## src/rtl/alu_cmd_unit.sv

```systemverilog
// alu_cmd_unit: command-driven sequential ALU with valid/ready command intake,
// registered output strobe and one-bit-per-cycle multi-bit shifts.
module alu_cmd_unit #(
  parameter int unsigned WIDTH = 16
) (
  input  logic             clk,
  input  logic             reset,
  input  logic             cmd_valid,
  output logic             cmd_ready,
  input  logic [3:0]       cmd,
  input  logic [WIDTH-1:0] data_in,
  output logic             out_valid,
  output logic [WIDTH-1:0] out_data,
  output logic             busy,
  output logic [15:0]      flags
);

  localparam int unsigned SW = $clog2(WIDTH);
  localparam int unsigned CW = SW + 1;

  // Command codes
  localparam logic [3:0] CMD_NOP     = 4'h0;
  localparam logic [3:0] CMD_LATCHA  = 4'h1;
  localparam logic [3:0] CMD_LATCHB  = 4'h2;
  localparam logic [3:0] CMD_LATCHF  = 4'h3;
  localparam logic [3:0] CMD_LATCHOP = 4'h4;
  localparam logic [3:0] CMD_OUTPUTY = 4'h5;
  localparam logic [3:0] CMD_OUTPUTF = 4'h6;
  localparam logic [3:0] CMD_COMPUTE = 4'h7;

  // Opcodes
  localparam logic [3:0] OP_ADD  = 4'h0;
  localparam logic [3:0] OP_ADC  = 4'h1;
  localparam logic [3:0] OP_SBC  = 4'h2;
  localparam logic [3:0] OP_CMP  = 4'h3;
  localparam logic [3:0] OP_INC  = 4'h4;
  localparam logic [3:0] OP_DEC  = 4'h5;
  localparam logic [3:0] OP_NAND = 4'h6;
  localparam logic [3:0] OP_AND  = 4'h7;
  localparam logic [3:0] OP_OR   = 4'h8;
  localparam logic [3:0] OP_NOR  = 4'h9;
  localparam logic [3:0] OP_XOR  = 4'hA;
  localparam logic [3:0] OP_LSH  = 4'hB;
  localparam logic [3:0] OP_RSH  = 4'hC;

  // Flag bit positions
  localparam int unsigned FLAG_C   = 0;
  localparam int unsigned FLAG_Z   = 1;
  localparam int unsigned FLAG_EQ  = 2;
  localparam int unsigned FLAG_GT  = 3;
  localparam int unsigned FLAG_LT  = 4;
  localparam int unsigned FLAG_ERR = 15;

  typedef enum logic [0:0] {
    ST_IDLE  = 1'b0,
    ST_SHIFT = 1'b1
  } state_t;

  state_t           state_q, state_d;
  logic [WIDTH-1:0] a_q, a_d;
  logic [WIDTH-1:0] b_q, b_d;
  logic [WIDTH-1:0] y_q, y_d;
  logic [3:0]       op_q, op_d;
  logic [15:0]      f_q, f_d;
  logic [CW-1:0]    cnt_q, cnt_d;
  logic             out_valid_q, out_valid_d;
  logic [WIDTH-1:0] out_data_q, out_data_d;

  logic [WIDTH-1:0] arith_b;
  logic             arith_cin;
  logic [WIDTH:0]   arith_sum;
  logic [WIDTH:0]   inc_sum;
  logic [WIDTH-1:0] alu_y;
  logic             alu_c;
  logic             alu_wr;
  logic [WIDTH-1:0] shift_y;
  logic             shift_out;
  logic [SW-1:0]    shift_n;

  assign shift_n = b_q[SW-1:0];

  // Shared WIDTH+1-bit adder for ADD/ADC/SBC/CMP; B is inverted for subtract forms
  always_comb begin
    arith_b   = b_q;
    arith_cin = f_q[FLAG_C];
    case (op_q)
      OP_ADD:  arith_cin = 1'b0;
      OP_SBC:  arith_b   = ~b_q;
      OP_CMP: begin
        arith_b   = ~b_q;
        arith_cin = 1'b1;
      end
      default: ;
    endcase
    arith_sum = {1'b0, a_q} + {1'b0, arith_b} + (WIDTH+1)'(arith_cin);
    inc_sum   = {1'b0, a_q} + (WIDTH+1)'(1);
  end

  // Single-cycle result, carry and "writes Y" indication per opcode
  always_comb begin
    alu_y  = y_q;
    alu_c  = 1'b0;
    alu_wr = 1'b0;
    case (op_q)
      OP_ADD, OP_ADC, OP_SBC: begin
        alu_y  = arith_sum[WIDTH-1:0];
        alu_c  = arith_sum[WIDTH];
        alu_wr = 1'b1;
      end
      OP_INC: begin
        alu_y  = inc_sum[WIDTH-1:0];
        alu_c  = inc_sum[WIDTH];
        alu_wr = 1'b1;
      end
      OP_DEC: begin
        alu_y  = a_q - WIDTH'(1);
        alu_c  = (a_q != '0);
        alu_wr = 1'b1;
      end
      OP_NAND: begin
        alu_y  = ~(a_q & b_q);
        alu_wr = 1'b1;
      end
      OP_AND: begin
        alu_y  = a_q & b_q;
        alu_wr = 1'b1;
      end
      OP_OR: begin
        alu_y  = a_q | b_q;
        alu_wr = 1'b1;
      end
      OP_NOR: begin
        alu_y  = ~(a_q | b_q);
        alu_wr = 1'b1;
      end
      OP_XOR: begin
        alu_y  = a_q ^ b_q;
        alu_wr = 1'b1;
      end
      default: ;
    endcase
  end

  // One-bit shift step of Y; direction follows the latched opcode
  always_comb begin
    if (op_q == OP_RSH) begin
      shift_y   = {1'b0, y_q[WIDTH-1:1]};
      shift_out = y_q[0];
    end else begin
      shift_y   = {y_q[WIDTH-2:0], 1'b0};
      shift_out = y_q[WIDTH-1];
    end
  end

  // Next-state: command decode in IDLE, shift sequencing in SHIFT
  always_comb begin
    state_d     = state_q;
    a_d         = a_q;
    b_d         = b_q;
    y_d         = y_q;
    op_d        = op_q;
    f_d         = f_q;
    cnt_d       = cnt_q;
    out_valid_d = 1'b0;
    out_data_d  = out_data_q;

    case (state_q)
      ST_IDLE: begin
        if (cmd_valid) begin
          case (cmd)
            CMD_NOP:     ;
            CMD_LATCHA:  a_d  = data_in;
            CMD_LATCHB:  b_d  = data_in;
            CMD_LATCHF:  f_d  = data_in[15:0];
            CMD_LATCHOP: op_d = data_in[3:0];
            CMD_OUTPUTY: begin
              out_valid_d = 1'b1;
              out_data_d  = y_q;
            end
            CMD_OUTPUTF: begin
              out_valid_d = 1'b1;
              out_data_d  = WIDTH'(f_q);
            end
            CMD_COMPUTE: begin
              if (alu_wr) begin
                y_d         = alu_y;
                f_d[FLAG_C] = alu_c;
                f_d[FLAG_Z] = (alu_y == '0);
              end else if (op_q == OP_CMP) begin
                f_d[FLAG_C]  = arith_sum[WIDTH];
                f_d[FLAG_EQ] = (a_q == b_q);
                f_d[FLAG_GT] = (a_q > b_q);
                f_d[FLAG_LT] = (a_q < b_q);
              end else if ((op_q == OP_LSH) || (op_q == OP_RSH)) begin
                y_d = a_q;
                if (shift_n == '0) begin
                  f_d[FLAG_C] = 1'b0;
                  f_d[FLAG_Z] = (a_q == '0);
                end else begin
                  cnt_d   = CW'(shift_n);
                  state_d = ST_SHIFT;
                end
              end else begin
                f_d[FLAG_ERR] = 1'b1;
              end
            end
            default: f_d[FLAG_ERR] = 1'b1;
          endcase
        end
      end
      ST_SHIFT: begin
        y_d         = shift_y;
        f_d[FLAG_C] = shift_out;
        cnt_d       = cnt_q - CW'(1);
        if (cnt_q == CW'(1)) begin
          f_d[FLAG_Z] = (shift_y == '0);
          state_d     = ST_IDLE;
        end
      end
      default: state_d = ST_IDLE;
    endcase
  end

  // State and datapath registers with asynchronous clear
  always_ff @(posedge clk or posedge reset) begin
    if (reset) begin
      state_q     <= ST_IDLE;
      a_q         <= '0;
      b_q         <= '0;
      y_q         <= '0;
      op_q        <= '0;
      f_q         <= '0;
      cnt_q       <= '0;
      out_valid_q <= 1'b0;
      out_data_q  <= '0;
    end else begin
      state_q     <= state_d;
      a_q         <= a_d;
      b_q         <= b_d;
      y_q         <= y_d;
      op_q        <= op_d;
      f_q         <= f_d;
      cnt_q       <= cnt_d;
      out_valid_q <= out_valid_d;
      out_data_q  <= out_data_d;
    end
  end

  assign cmd_ready = (state_q == ST_IDLE);
  assign busy      = (state_q == ST_SHIFT);
  assign out_valid = out_valid_q;
  assign out_data  = out_data_q;
  assign flags     = f_q;

endmodule

```

## config.mk

```make
export PLATFORM = sky130hd
export DESIGN_NAME = alu_cmd_unit
export DESIGN_NICKNAME = d
export VERILOG_FILES = /design/src/rtl/alu_cmd_unit.sv
export SDC_FILE = /design/constraint.sdc
export NUM_CORES = 1
export LEC_CHECK = 0
export ABC_AREA = 1
export CAP_MARGIN = 10
export CORE_MARGIN = 5
export CORE_UTILIZATION = 56
export DETAILED_ROUTE_END_ITERATION = 12
export DONT_BUFFER_PORTS = 1
export PLACE_DENSITY = 0.68
export SYNTH_ARGS = -nofsm -noshare
export SYNTH_HDL_FRONTEND = slang
export SYNTH_SLANG_ARGS = --single-unit
```

## constraint.sdc

```tcl
create_clock -name clk -period 4.2 [get_ports clk]
set_input_delay 0.84 -clock clk [delete_from_list [all_inputs] [get_ports clk]]
set_output_delay 0.84 -clock clk [all_outputs]
set_load 0.02 [all_outputs]
```

* Word-level counts from Yosys, hierarchy flattened
Index checks and enable logic that the tools add are counted.
** Operators by class
- Bitwise gates (word level) :: 8
- Muxes and demuxes :: 47
- $lt $le $gt $ge :: 2
- Reduce and logical (&&, ||, !) cells :: 26
- Add/subtract/negate cells :: 5
- Equal/unequal tests :: 40
** Operators with widths (count)
- one-hot mux 16 bit (8 select lines) :: 1
- 2-to-1 mux 16 bit :: 7
- one-hot mux 16 bit (2 select lines) :: 2
- logical NOT 16 bit :: 3
- NOT 16 bit :: 3
- == test 4 x 3 -> 1 bit, second input constant :: 8
- 2-to-1 mux 5 bit :: 6
- == test 4 bit, second input constant :: 5
- one-hot mux 5 bit (2 select lines) :: 2
- 2-to-1 mux 1 bit :: 18
- AND reduction 6 bit :: 3
- adder 16 x 1 -> 17 bit, second input constant :: 1
- adder 16 x 16 -> 17 bit :: 1
- adder 17 x 1 -> 17 bit :: 1
- bitwise AND 16 bit :: 1
- == test 16 bit :: 1
- == test 4 x 2 -> 1 bit, second input constant :: 4
- greater-than comparator 16 bit :: 1
- less-than comparator 16 bit :: 1
- inequality test 2 bit, second input constant :: 8
- bitwise OR 16 bit :: 1
- nonzero test 16 bit :: 1
- subtractor 16 x 1 -> 16 bit, second input constant :: 1
- XOR 16 bit :: 1
- 24 further kinds :: 47
** Word-level totals
- Logic and storage cells :: 141
- Output and inout bits :: 35
- Bits in registers :: 91
- Bits of input ports :: 23

* Longest topological paths before layout
Gate-level depths: netlist of run 1.
- Depth after elaboration :: 11
- Mapped depth :: 23
- Mapped depth without buffers :: 23

* Worst setup path before layout of run 1
Ideal clock, no wire load.
- Kind :: register to register
- Start :: register op_q[2]
- End :: register f_q[1] (netlist: flags[1])
- Arrival :: 3088 ps
- Stages on the path, launching flop included :: 21
- Period minus slack after synthesis :: 3161 ps
- Data required time :: 4127 ps
- Path slack :: 1039 ps
- Buffers on the path :: 0
- Setup time :: 73 ps
- Path through :: dfrtp_1 -> nor2_1 -> inv_1 -> nor2_1 -> xor2_1 -> fa_1 -> inv_1 -> fa_1 -> inv_1 -> nand3_1 -> nand2_1 -> nand2_1 -> a21oi_1 -> nor2_1 -> nor2_1 -> nand3_1 -> nor2_1 -> nand3_1 -> o21bai_1 -> nand2_1 -> a21oi_2
** On the way
- Word-level cells in the longest chain between the ends :: 11
- Elaborated cells between the ends (all ways) :: 35
- Classes of those cells :: add/sub (2); eq/ne (15); mux (10); reduce/logical (8)
** Ends and longest elaborated chain
- start: declaration :: RTL line 63 : logic [3:0] op_q, op_d;
- start signal: assignment :: RTL line 241 : op_q <= op_d;
- == test 4 x 2 -> 1 bit, on equally long branches :: RTL line 86, 189, 104
- OR reduction 2 bit (no line)
- 2-to-1 mux 16 bit
- adder 16 x 16 -> 17 bit :: RTL line 95 : arith_sum = {1'b0, a_q} + {1'b0, arith_b} + (WIDTH+1)'(arith_cin);
- adder 17 x 1 -> 17 bit :: RTL line 95
- one-hot mux 16 bit (8 select lines) :: RTL line 104 : case (op_q)
- logical NOT 16 bit :: RTL line 188 : f_d[FLAG_Z] = (alu_y == '0);
- 2-to-1 mux 2 bit :: RTL line 185 : if (alu_wr) begin
- one-hot mux 5 bit (2 select lines) :: RTL line 170 : case (cmd)
- 2-to-1 mux 2 bit :: RTL line 169 : if (cmd_valid) begin
- one-hot mux 2 bit (2 select lines) :: RTL line 167 : case (state_q)
- end signal: assignment :: RTL line 232 : f_q <= '0;
- end signal: assignment :: RTL line 242 : f_q <= f_d;
- end: declaration :: RTL line 64 : logic [15:0] f_q, f_d;
Parallel ways exist; a longest one is shown, timed or not. The select of a mux whose other input is x is not followed.
A chain may end at the register's enable or synchronous reset.

* Worst setup path after layout of run 1
Ends and elaborated chain as after synthesis.

==> results of run 1 <==
-- routing by layer --
layer / routed length (um) / part of all wire
met5: 0 / 0
met4: 809 / 0.032
met3: 2130 / 0.084
met2: 11500 / 0.45
met1: 11000 / 0.43
-- worst register-to-register path: stages (launching register included) --
cell,delay (ns)
dfrtp_1,0.45
nor2_1,0.31
inv_1,0.09
nor2_1,0.17
nor2_1,0.06
a21oi_1,0.20
fa_1,0.24
inv_1,0.06
fa_1,0.38
inv_1,0.10
nand2_1,0.05
nand2_1,0.06
nor2_1,0.04
nor2_1,0.10
nand2_1,0.05
nor2_1,0.25
nand2_1,0.10
nor2_1,0.12
nand3_1,0.11
nor2_1,0.12
nand3_1,0.09
o21bai_1,0.20
nand2_1,0.10
a21oi_2,0.11
-- cell usage after synthesis, types with 2 or more instances --
cell	count
dfrtp_1	91
nand2_1	338
nor2_1	156
a21oi_1	45
a22oi_1	4
o22ai_1	8
buf_2	19
a31oi_1	18
inv_1	154
o21bai_1	2
xor2_1	18
nand4_1	10
o21ai_1	12
nor2_2	6
a221oi_1	2
o211ai_1	6
fa_1	2
nand3_1	102
nor3_1	8
nor4_1	3
o21ai_0	97
a2111oi_0	4
a211oi_1	3
nor2_4	2
nand3b_1	7
clkinv_1	2
nor3b_1	2
clkbuf_1	20
ha_1	67
inv_2	8
-- through the flow --
step	utilization	setup WS, ns	power, uW	instance area [sq um]	std cells
global route	0.606	0.324	3760	8410	1400
CTS	0.606	0.670	3510	8410	1400
floorplan	-	0.996	2230	7940	1231
global placement	0.583	0.786	2640	8100	1384
finish	0.606	0.559	3520	8410	1400
detailed placement	0.583	0.694	2650	8100	1384
-- state kept, by name (all words and copies together) (netlist names) --
name and flops:
busy 1, b_q 16, out_data 16, a_q 16, op_q 4, out_valid 1
y_q 16, cnt_q 5, flags 16
-- power groups by stage --
stage	Combinational, uW	Sequential [uW]	Clock [uW]
after floorplan	1020	1220	0
after global placement	1330	1300	0
after detailed placement	1340	1300	0
after CTS	1360	1290	864
after global routing	1550	1310	899
final	1370	1290	853
-- layout make-up --
class / count / area (sq um)
fill: 1362 / 5480
inverter: 164 / 618
multi-input combinational: 936 / 4880
clock buffer: 9 / 225
tap: 180 / 225
timing repair buffer: 13 / 97.6
clock inverter: 7 / 82.6
sequential: 91 / 2280
-- cells by family after synthesis --
kind of cell	count (synthesis)	share of synthesized area
and+or+nand+nor	639	0.335
DFF	91	0.287
adders and majority gates	69	0.111
AOI/OAI and AO/OA	209	0.147
muxes	1	0.00126
buffers and inverters	204	0.0995
xor gates and xnor gates	18	0.0199
-- how the worst max path moves through the flow --
| stage | to | from | cells after the start | slack, ns |
|---|---|---|---|---|
| after detailed placement | flags[1]$_DFFE_PP0P_ | op_q[2]$_DFFE_PP0P_ | 23 | 0.69 |
| after CTS | flags[1]$_DFFE_PP0P_ | op_q[2]$_DFFE_PP0P_ | 23 | 0.67 |
| after global routing | flags[1]$_DFFE_PP0P_ | op_q[2]$_DFFE_PP0P_ | 23 | 0.32 |
| after floorplan | a_q[0]$_DFFE_PP0P_ | reset | 1 | 1.0 |
| after global placement | flags[1]$_DFFE_PP0P_ | op_q[2]$_DFFE_PP0P_ | 18 | 0.79 |
| final | flags[1]$_DFFE_PP0P_ | op_q[2]$_DFFE_PP0P_ | 23 | 0.56 |
==> metrics.yaml, run 1 <==
critical_path:
  cp_common_cell: "nor2_1"
  r2r-start: "op_q[2]$_DFFE_PP0P_"
  critPathMaxStageDelay_ns: 0.45
  crit_family: "simple AND/OR/NAND/NOR gates"
  r2r_setup_slack_ns: 0.56
  cp.required_ns: 4.48
  critical_path_class: "register to register"
  arrival_ns: 3.92
  crit_buf_inv: 3
  startpoint_type: "register"
  crit_path_end_kind: "register"
  r2r-end: "flags[1]$_DFFE_PP0P_"
  worstPathMaxFanout: 6
  worstPathCellList: "nor2_1 > inv_1 > nor2_1 > nor2_1 > a21oi_1 > fa_1 > inv_1 > fa_1 > inv_1 > nand2_1 > nand2_1 > nor2_1 > nor2_1 > nand2_1 > nor2_1 > nand2_1 > nor2_1 > nand3_1 > nor2_1 > nand3_1 > o21bai_1 > nand2_1 > a21oi_2"
  crit_slowest_cell: "dfrtp_1"
  rr_worst_depth: 23
detailed_routing:
  avgViaCountPerCell: 5.71
  drt_iter0_markers: 993
  vias: 7993
  drt.antenna.violating_nets: 0
  drc_errors: 0
  totalWireLength_um: 25400
  drt_first_pass_iters: 6
  wl_per_cell_um: 18.1
pwr:
  total_leakage_power_uw: 0.00427
  switching_share: 0.448
  clockPowerShare: 0.242
  p_sw_uw: 1570
  internal_power_uw: 1940
  seqPwrFrac: 0.367
  ir_drop_v: 0.000288
  pwr-share-comb: 0.391
  power_density_mw_per_mm2: 418
logic_synthesis:
  synth_top_area_frac: 0.287
  ys_ff_latch: 91
  synth_nets: 1323
  yosys.area.top_type: "dfrtp_1"
  ys_warn_count: 0
  syn_inst: 1231
  synth_area_leaders: "dfrtp_1, nand2_1, ha_1"
  synth_cell_types: 45
  synth-async-reset-ratio: 1.00
  syn_area_sq_mm: 0.00794
  seq_area_frac_synth: 0.287
  synth_edf_count: 0
  yosys_most_used_dff: "dfrtp_1"
  syn_avg_cell_area_sq_um: 6.45
clocking:
  cts-root-buf: "clkbuf_16"
  numCtsBuffers: 9
  cts_tree: "done"
  cts_hold_buffers: 0
  htree_levels: 3
  cts.sinks: 91
  cts_resized: 0
  worstSkewPairLatency_ns: 0.35
  cts_buffer_depth: 2
  clk_pin_slew_ns: 0.07
  post_cts_buffers: 0
cells_and_area:
  drive_gt1_frac: 0.0418
  antenna_cells: 0
  final_common_cell: "nand2_1"
  area_growth_pct: 5.90
  most-common-layout-cells: "nand2_1, nor2_1, inv_1, nand3_1, o21ai_0"
  final_nets: 1307
sta:
  fin_skew_ns: 0.00975
  hold_viol: 0
  fin_worst_hold_slack_ns: 0.500
  worst_slew_pin_slew_ns: 1.05
  final.min_clock_period_ns: 3.64
  fin_crit_sh: 0.867
  finalSetupViolCount: 0
  rsz0062_at_grt: "false"
  maxSlewHeadroom: 0.297
  slew_viol_final: 0
  fin_tns_setup_ns: 0
  fmax_mhz: 275
global_route:
  grt_pass1_vias: 7342
  track_usage: 0.312
  overflow: 0
  grt_first_pass_wirelength_um: 40300
  gr-usage-met1: 0.428
  antenna_found_initial: 0
  grtUsageMet2: 0.492
  grtUsageMet3: 0.0614
  grt_most_used_layer: "met2"
  grt_max_degree: 71
job:
  maxCapViolations: 0
floorplan:
  die_area_sq_mm: 0.0167
  io_pins: 58
  design.core.area_sq_mm: 0.0139
  die_width_um: 129
  core.rowCount: 43
  start_util: 0.572
  fp.dieH_um: 129
min_path:
  hold_end: "cnt_q[4]$_DFFE_PP0P_"
  hold_start: "cnt_q[4]$_DFFE_PP0P_"
  hold_path_class: "register to register"
  holdPathStages: 1
status:
  status: "finished clean"
placed_design:
  hpwl_um: 19600
  io_buffers: 0
  gp_congestion: 0.993
(Power assumes the default switching activity.)
==> run 2, diff against run 1 <==
CORE_MARGIN = unset   (was 5)
RECOVER_POWER = 100   (was unset)
==> run 2 against run 1 <==
Against the previous run:
- the run now ends with max-capacitance violations, max-slew violations left
- utilization decreased by 0.081 points
- non-clock buffer count unchanged
- global-route usage grew 4.8 points
- cell count is the same
- die area down 12%
- hold slack got worse by 0.023 ns
- clock power up 1%
- maximum frequency up 4.3%
- sequential cell count is the same
- critical path depth is 5 lower
- combinational power is essentially flat
- first-iteration DRC count grew 2.1%
==> metrics.yaml, run 2 (same netlist as run 1, synthesis figures left out) <==
critical_path:
  worstPathCellList: "nor2_1 > inv_1 > nor2_1 > buf_4 > xor2_1 > ha_1 > or2_2 > nand3b_1 > nand2_1 > nand2_1 > nand3_1 > nand3_1 > nand3b_1 > nor2_1 > nand3_1 > o21bai_1 > nand2_1 > a21oi_1"
  worstPathMaxFanout: 15  # +9
  rr_worst_depth: 18  # -22%
  cp.required_ns: 4.49  # about the same
  critPathMaxStageDelay_ns: 0.45  # about the same
  startpoint_type: "register"
  crit_slowest_cell: "dfrtp_1"
  arrival_ns: 3.78  # -0.14 ns
  r2r_setup_slack_ns: 0.71  # +0.15 ns
  r2r-end: "flags[1]$_DFFE_PP0P_"
  r2r-start: "op_q[2]$_DFFE_PP0P_"
  crit_path_end_kind: "register"
  critical_path_class: "register to register"
cells_and_area:
  instances_no_fill: 1400  # unchanged
  drive_gt1_frac: 0.0361  # -0.00574
  fin_util: 0.605  # -0.000811
  final_nets: 1307  # unchanged
  fill_cells: 1367  # +0.37%
  final_common_cell: "nand2_1"
  most-common-layout-cells: "nand2_1, nor2_1, inv_1, nand3_1, o21ai_0"
  area_growth_pct: 5.34
  antenna_cells: 0  # unchanged
detailed_routing:
  drt_first_pass_iters: 5  # -1
  drc_errors: 0  # unchanged
  wl_per_cell_um: 18.3  # +0.86%
  avgViaCountPerCell: 5.76  # +0.80%
  totalWireLength_um: 25600  # +0.86%
  vias: 8057  # +0.80%
  drt_iter0_markers: 1014  # +2.1%
  drt.antenna.violating_nets: 0  # unchanged
sta:
  layout_setup_ws_ns: 0.709  # +0.150 ns
  slew_viol_final: 56  # +56
  maxSlewHeadroom: -0.640  # -0.937
  fin_skew_ns: 0.0132  # +0.00348 ns
  rsz0062_at_grt: "false"
  final.min_clock_period_ns: 3.49  # -0.150 ns
  worst_slew_pin_slew_ns: 2.45  # +1.39 ns
  fin_tns_setup_ns: 0  # unchanged
  fmax_mhz: 286  # +4.3%
  hold_viol: 0  # unchanged
  fin_worst_hold_slack_ns: 0.476  # -0.0234 ns
  finalSetupViolCount: 0  # unchanged
  fin_crit_sh: 0.831  # -0.0358
pwr:
  ir_drop_v: 0.000255  # -12%
  seqPwrFrac: 0.367  # about the same
  p_sw_uw: 1590  # +1.3%
  total_leakage_power_uw: 0.00425  # -0.54%
  switching_share: 0.451  # +0.00343
  internal_power_uw: 1940  # -0.14%
  power_density_mw_per_mm2: 423  # +1.0%
  pwr-share-comb: 0.389  # -0.002
  clockPowerShare: 0.244  # +0.002
min_path:
  hold_end: "cnt_q[4]$_DFFE_PP0P_"
  hold_start: "cnt_q[4]$_DFFE_PP0P_"
  holdPathStages: 1  # unchanged
  hold_path_class: "register to register"
status:
  status: "complete, but fails checks"
  violations: "max-capacitance violations, max-slew violations"
floorplan:
  fp.dieH_um: 121  # -6.2%
  design.core.area_sq_mm: 0.0138  # -0.39%
  core.rowCount: 43  # unchanged
  io_pins: 58  # unchanged
  die_area_sq_mm: 0.0147  # -12%
  start_util: 0.574  # +0.00223
  die_width_um: 121  # -6.2%
clocking:
  htree_levels: 3  # unchanged
  cts-root-buf: "clkbuf_16"
  cts.sinks: 91  # unchanged
  clk_pin_slew_ns: 0.07  # about the same
  worstSkewPairLatency_ns: 0.36  # about the same
  cts_hold_buffers: 0  # unchanged
  cts_buffer_depth: 2  # unchanged
  numCtsBuffers: 9  # unchanged
  post_cts_buffers: 0  # unchanged
  cts_resized: 0  # unchanged
  cts_tree: "done"
placed_design:
  dp_cells: 1384  # unchanged
  gp_congestion: 0.984  # -0.92%
  dp_slack_ns: 0.772  # +0.0782 ns
  io_buffers: 0  # unchanged
  hpwl_um: 19700  # +0.91%
global_route:
  overflow: 0  # unchanged
  grt_max_degree: 56  # -21%
  grt_pass1_vias: 7226  # -1.6%
  antenna_found_initial: 0  # unchanged
  track_usage: 0.360  # +0.0484
  grt_first_pass_wirelength_um: 39800  # -1.2%
job:
  maxCapViolations: 2  # +2
## run 2: cell count changes in the layout (fill, tap and decap cells not counted), sizes merged
cell    delta
buf        -4
clkbuf     +5
inv        -1
## run 2: layer usage
| layer | global-route usage | share of wire | vias to the layer above |
|---|---|---|---|
| met4 | 0.160 | 0.036 | 0 |
| met2 | 0.578 | 0.46 | 359 |
| li1 | - | - | 3961 |
| met3 | 0.0508 | 0.078 | 70 |
| met1 | 0.480 | 0.43 | 3667 |
| met5 | 0 | 0 | - |
## run 2: power groups by stage
stage	clock network [uW]	logic [uW]	registers [uW]
after floorplan	0	1020	1220
after global placement	0	1330	1310
after detailed placement	0	1340	1310
after CTS	861	1350	1290
after global routing	896	1530	1310
final	864	1370	1300
## run 2: how the worst max path moves through the flow
stage | slack, ns | endpoint | start | cells after the start
2_1_floorplan | 1.0 | a_q[0]$_DFFE_PP0P_ | reset | 1
3_5_place_dp | 0.77 | flags[1]$_DFFE_PP0P_ | op_q[2]$_DFFE_PP0P_ | 18
4_1_cts | 0.75 | flags[1]$_DFFE_PP0P_ | op_q[2]$_DFFE_PP0P_ | 18
5_1_grt | 0.39 | flags[1]$_DFFE_PP0P_ | op_q[3]$_DFFE_PP0P_ | 21
6_report | 0.71 | flags[1]$_DFFE_PP0P_ | op_q[2]$_DFFE_PP0P_ | 18
3_3_place_gp | 0.84 | flags[1]$_DFFE_PP0P_ | op_q[2]$_DFFE_PP0P_ | 18
## run 2: final cells by class
cell class,count,area [sq um],area share
multi-input cells,936,4860,0.581
well taps,180,225,0.0269
clock inverters,6,71.3,0.00853
clock buffers,10,229,0.0274
inverters,164,617,0.0738
flip-flops and latches,91,2280,0.272
repair buffers,13,83.8,0.0100
## run 2: through the flow
stage	total power [uW]	cell area (sq um)
finish	3530	8360
global route	3740	8360
detailed placement	2650	8100
global placement	2640	8100
floorplan	2230	7940
CTS	3510	8400
## run 2: critical path: cells and delay by family (launching register included)
kind | cells | cell delay (ns)
buffers and inverters | 2 | 0.43
xor gates and xnor gates | 1 | 0.19
DFF | 1 | 0.45
AOI/OAI and AO/OA | 2 | 0.29
and+or+nand+nor | 12 | 1.75
adders and majority gates | 1 | 0.29
==> run 3, diff against run 2 <==
clock period = 3.6 ns   (was 4.2 ns; I/O delays follow)
==> run 3 against run 2 <==
Against the previous run:
- the run still ends with max-capacitance violations, max-slew violations left
- power up 16%
- largest cell class unchanged
- non-clock buffer count up 6
- cell area increased by 1.1%
- first-iteration DRC count fell by 31%
- critical path depth is 4 higher
- critical path type unchanged
==> metrics.yaml, run 3 (same netlist as run 1, synthesis figures left out) <==
status:
  status: "complete, but fails checks"
  violations: "max-capacitance violations, max-slew violations"
sta:
  maxSlewHeadroom: -0.373  # +0.267
  fin_tns_setup_ns: 0  # unchanged
  finalSetupViolCount: 0  # unchanged
  fin_skew_ns: 0.00604  # -0.00719 ns
  rsz0062_at_grt: "false"
  final.min_clock_period_ns: 3.27  # -0.225 ns
  fin_crit_sh: 0.907  # +0.0759
  layout_setup_ws_ns: 0.334  # -0.375 ns
  fmax_mhz: 306  # +6.9%
  hold_viol: 0  # unchanged
  worst_slew_pin_slew_ns: 2.05  # -0.398 ns
  slew_viol_final: 46  # -18%
placed_design:
  gp_congestion: 0.980  # -0.45%
  hpwl_um: 20100  # +1.8%
  placed_cell_area_sq_mm: 0.00814  # +0.46%
  io_buffers: 0  # unchanged
  dp_slack_ns: 0.165  # -0.607 ns
detailed_routing:
  totalWireLength_um: 26000  # +1.5%
  drt.antenna.violating_nets: 0  # unchanged
  drt_iter0_markers: 701  # -31%
  vias: 8146  # +1.1%
  avgViaCountPerCell: 5.79  # +0.67%
  drc_errors: 0  # unchanged
  drt_first_pass_iters: 7  # +2
  wl_per_cell_um: 18.5  # +1.0%
critical_path:
  r2r-end: "flags[1]$_DFFE_PP0P_"
  critical_path_class: "register to register"
  crit_family: "simple AND/OR/NAND/NOR gates"
  crit_buf_inv: 3  # +1
  crit_slowest_cell: "dfrtp_2"
  rr_worst_depth: 22  # +4
  arrival_ns: 3.55  # -0.23 ns
  worstPathMaxFanout: 6  # -9
  cp.required_ns: 3.88  # -0.61 ns
  crit_path_end_kind: "register"
  startpoint_type: "register"
  r2r-start: "op_q[3]$_DFFE_PP0P_"
  startpoint: "op_q[3]$_DFFE_PP0P_"
  r2r_setup_slack_ns: 0.33  # -0.37 ns
  cp_common_cell: "nand2_1"
  critPathMaxStageDelay_ns: 0.46  # about the same
  worstPathCellList: "nor2_4 > inv_1 > nor2_2 > xor2_1 > fa_2 > inv_1 > fa_1 > inv_1 > nand2_1 > nand2_1 > nor2_1 > nor2_1 > nand2_1 > nor2_2 > nand2_1 > nor2_1 > nand3_1 > nor2_1 > nand3_1 > o21bai_1 > nand2_1 > a21oi_2"
global_route:
  track_usage: 0.369  # +0.00920
  grt_pass1_vias: 7675  # +6.2%
  antenna_found_initial: 0  # unchanged
  grt_first_pass_wirelength_um: 40900  # +2.8%
  overflow: 0  # unchanged
  grt_max_degree: 46  # -18%
cells_and_area:
  drive_gt1_frac: 0.0489  # +0.0129
  antenna_cells: 0  # unchanged
  design_area_sq_mm: 0.00845  # +1.1%
  final_nets: 1313  # +0.46%
  final_common_cell: "nand2_1"
  most-common-layout-cells: "nand2_1, inv_1, nor2_1, nand3_1, o21ai_0"
  area_growth_pct: 6.51
clocking:
  cts_resized: 0  # unchanged
  htree_levels: 3  # unchanged
  worstSkewPairLatency_ns: 0.35  # about the same
  cts_buffer_depth: 2  # unchanged
  numCtsBuffers: 9  # unchanged
  cts_hold_buffers: 0  # unchanged
  cts_tree: "done"
  cts.sinks: 91  # unchanged
  cts-root-buf: "clkbuf_16"
  clk_pin_slew_ns: 0.07  # about the same
  post_cts_buffers: 0  # unchanged
floorplan:
  design.core.area_sq_mm: 0.0138  # unchanged
  die_width_um: 121  # unchanged
  io_pins: 58  # unchanged
  core.rowCount: 43  # unchanged
  die_area_sq_mm: 0.0147  # unchanged
  start_util: 0.574  # unchanged
  fp.dieH_um: 121  # unchanged
pwr:
  power_density_mw_per_mm2: 485  # +15%
  p_sw_uw: 1860  # +17%
  total_leakage_power_uw: 0.00428  # +0.74%
  pwr-share-comb: 0.397  # +0.008
  ir_drop_v: 0.000269  # +5.5%
  clockPowerShare: 0.236  # -0.008
  switching_share: 0.454  # +0.00335
  internal_power_uw: 2240  # +15%
  seqPwrFrac: 0.367  # about the same
job:
  maxCapViolations: 1  # -1
min_path:
  hold_end: "cnt_q[4]$_DFFE_PP0P_"
  hold_start: "cnt_q[4]$_DFFE_PP0P_"
  holdPathStages: 1  # unchanged
  hold_path_class: "register to register"
## run 3: cell count changes in the layout (fill, tap and decap cells not counted), moves of 2 or more
cell,change
buf_4,+4
dfrtp_1,-4
dfrtp_2,+4
nor2_1,-4
nor2_2,+3
a21oi_1,-2
a21oi_2,+2
o21ai_0,-2
o21ai_1,+2
## run 3: final cells by class
class	count	area (sq um)
inverter	164	617
tap	180	225
fill	1359	5370
multi-input combinational	936	4900
clock buffer	10	239
timing repair buffer	19	128
sequential	91	2280
clock inverter	6	65.1
## run 3: power by group through the flow
stage	clock network, uW	registers, uW	logic, uW
finish	967	1510	1630
global route	1010	1530	1830
CTS	977	1500	1600
detailed placement	0	1520	1590
global placement	0	1520	1570
floorplan	0	1420	1190
## run 3: worst max-delay path by stage
stage / endpoint / cells past startpoint
2_1_floorplan: flags[1]$_DFFE_PP0P_ / 20
3_3_place_gp: flags[1]$_DFFE_PP0P_ / 21
3_5_place_dp: flags[1]$_DFFE_PP0P_ / 21
4_1_cts: flags[1]$_DFFE_PP0P_ / 21
5_1_grt: flags[1]$_DFFE_PP0P_ / 23
6_report: flags[1]$_DFFE_PP0P_ / 22
## run 3: metrics by stage
stage / util / total power, uW / hold slack, ns / cells
2_1_floorplan: - / 2610 / 0.441 / 1231
3_3_place_gp: 0.588 / 3090 / 0.464 / 1389
3_5_place_dp: 0.588 / 3110 / 0.464 / 1389
4_1_cts: 0.610 / 4070 / 0.309 / 1405
5_1_grt: 0.611 / 4380 / 0.499 / 1406
6_report: 0.611 / 4100 / 0.473 / 1406
## run 3: worst register-to-register path, cell delays in order (launching register included)
cell,delay (ns)
dfrtp_2,0.46
nor2_4,0.17
inv_1,0.09
nor2_2,0.14
xor2_1,0.20
fa_2,0.24
inv_1,0.05
fa_1,0.39
inv_1,0.11
nand2_1,0.06
nand2_1,0.07
nor2_1,0.04
nor2_1,0.10
nand2_1,0.07
nor2_2,0.16
nand2_1,0.07
nor2_1,0.14
nand3_1,0.11
nor2_1,0.09
nand3_1,0.08
o21bai_1,0.14
nand2_1,0.09
a21oi_2,0.12
## run 3: routing by layer
layer	track usage	routed length, um	vias to the layer above
met5	0	0	-
met1	0.468	10800	3776
met2	0.604	11900	317
li1	-	-	3968
met3	0.0686	1950	85
met4	0.176	1300	0
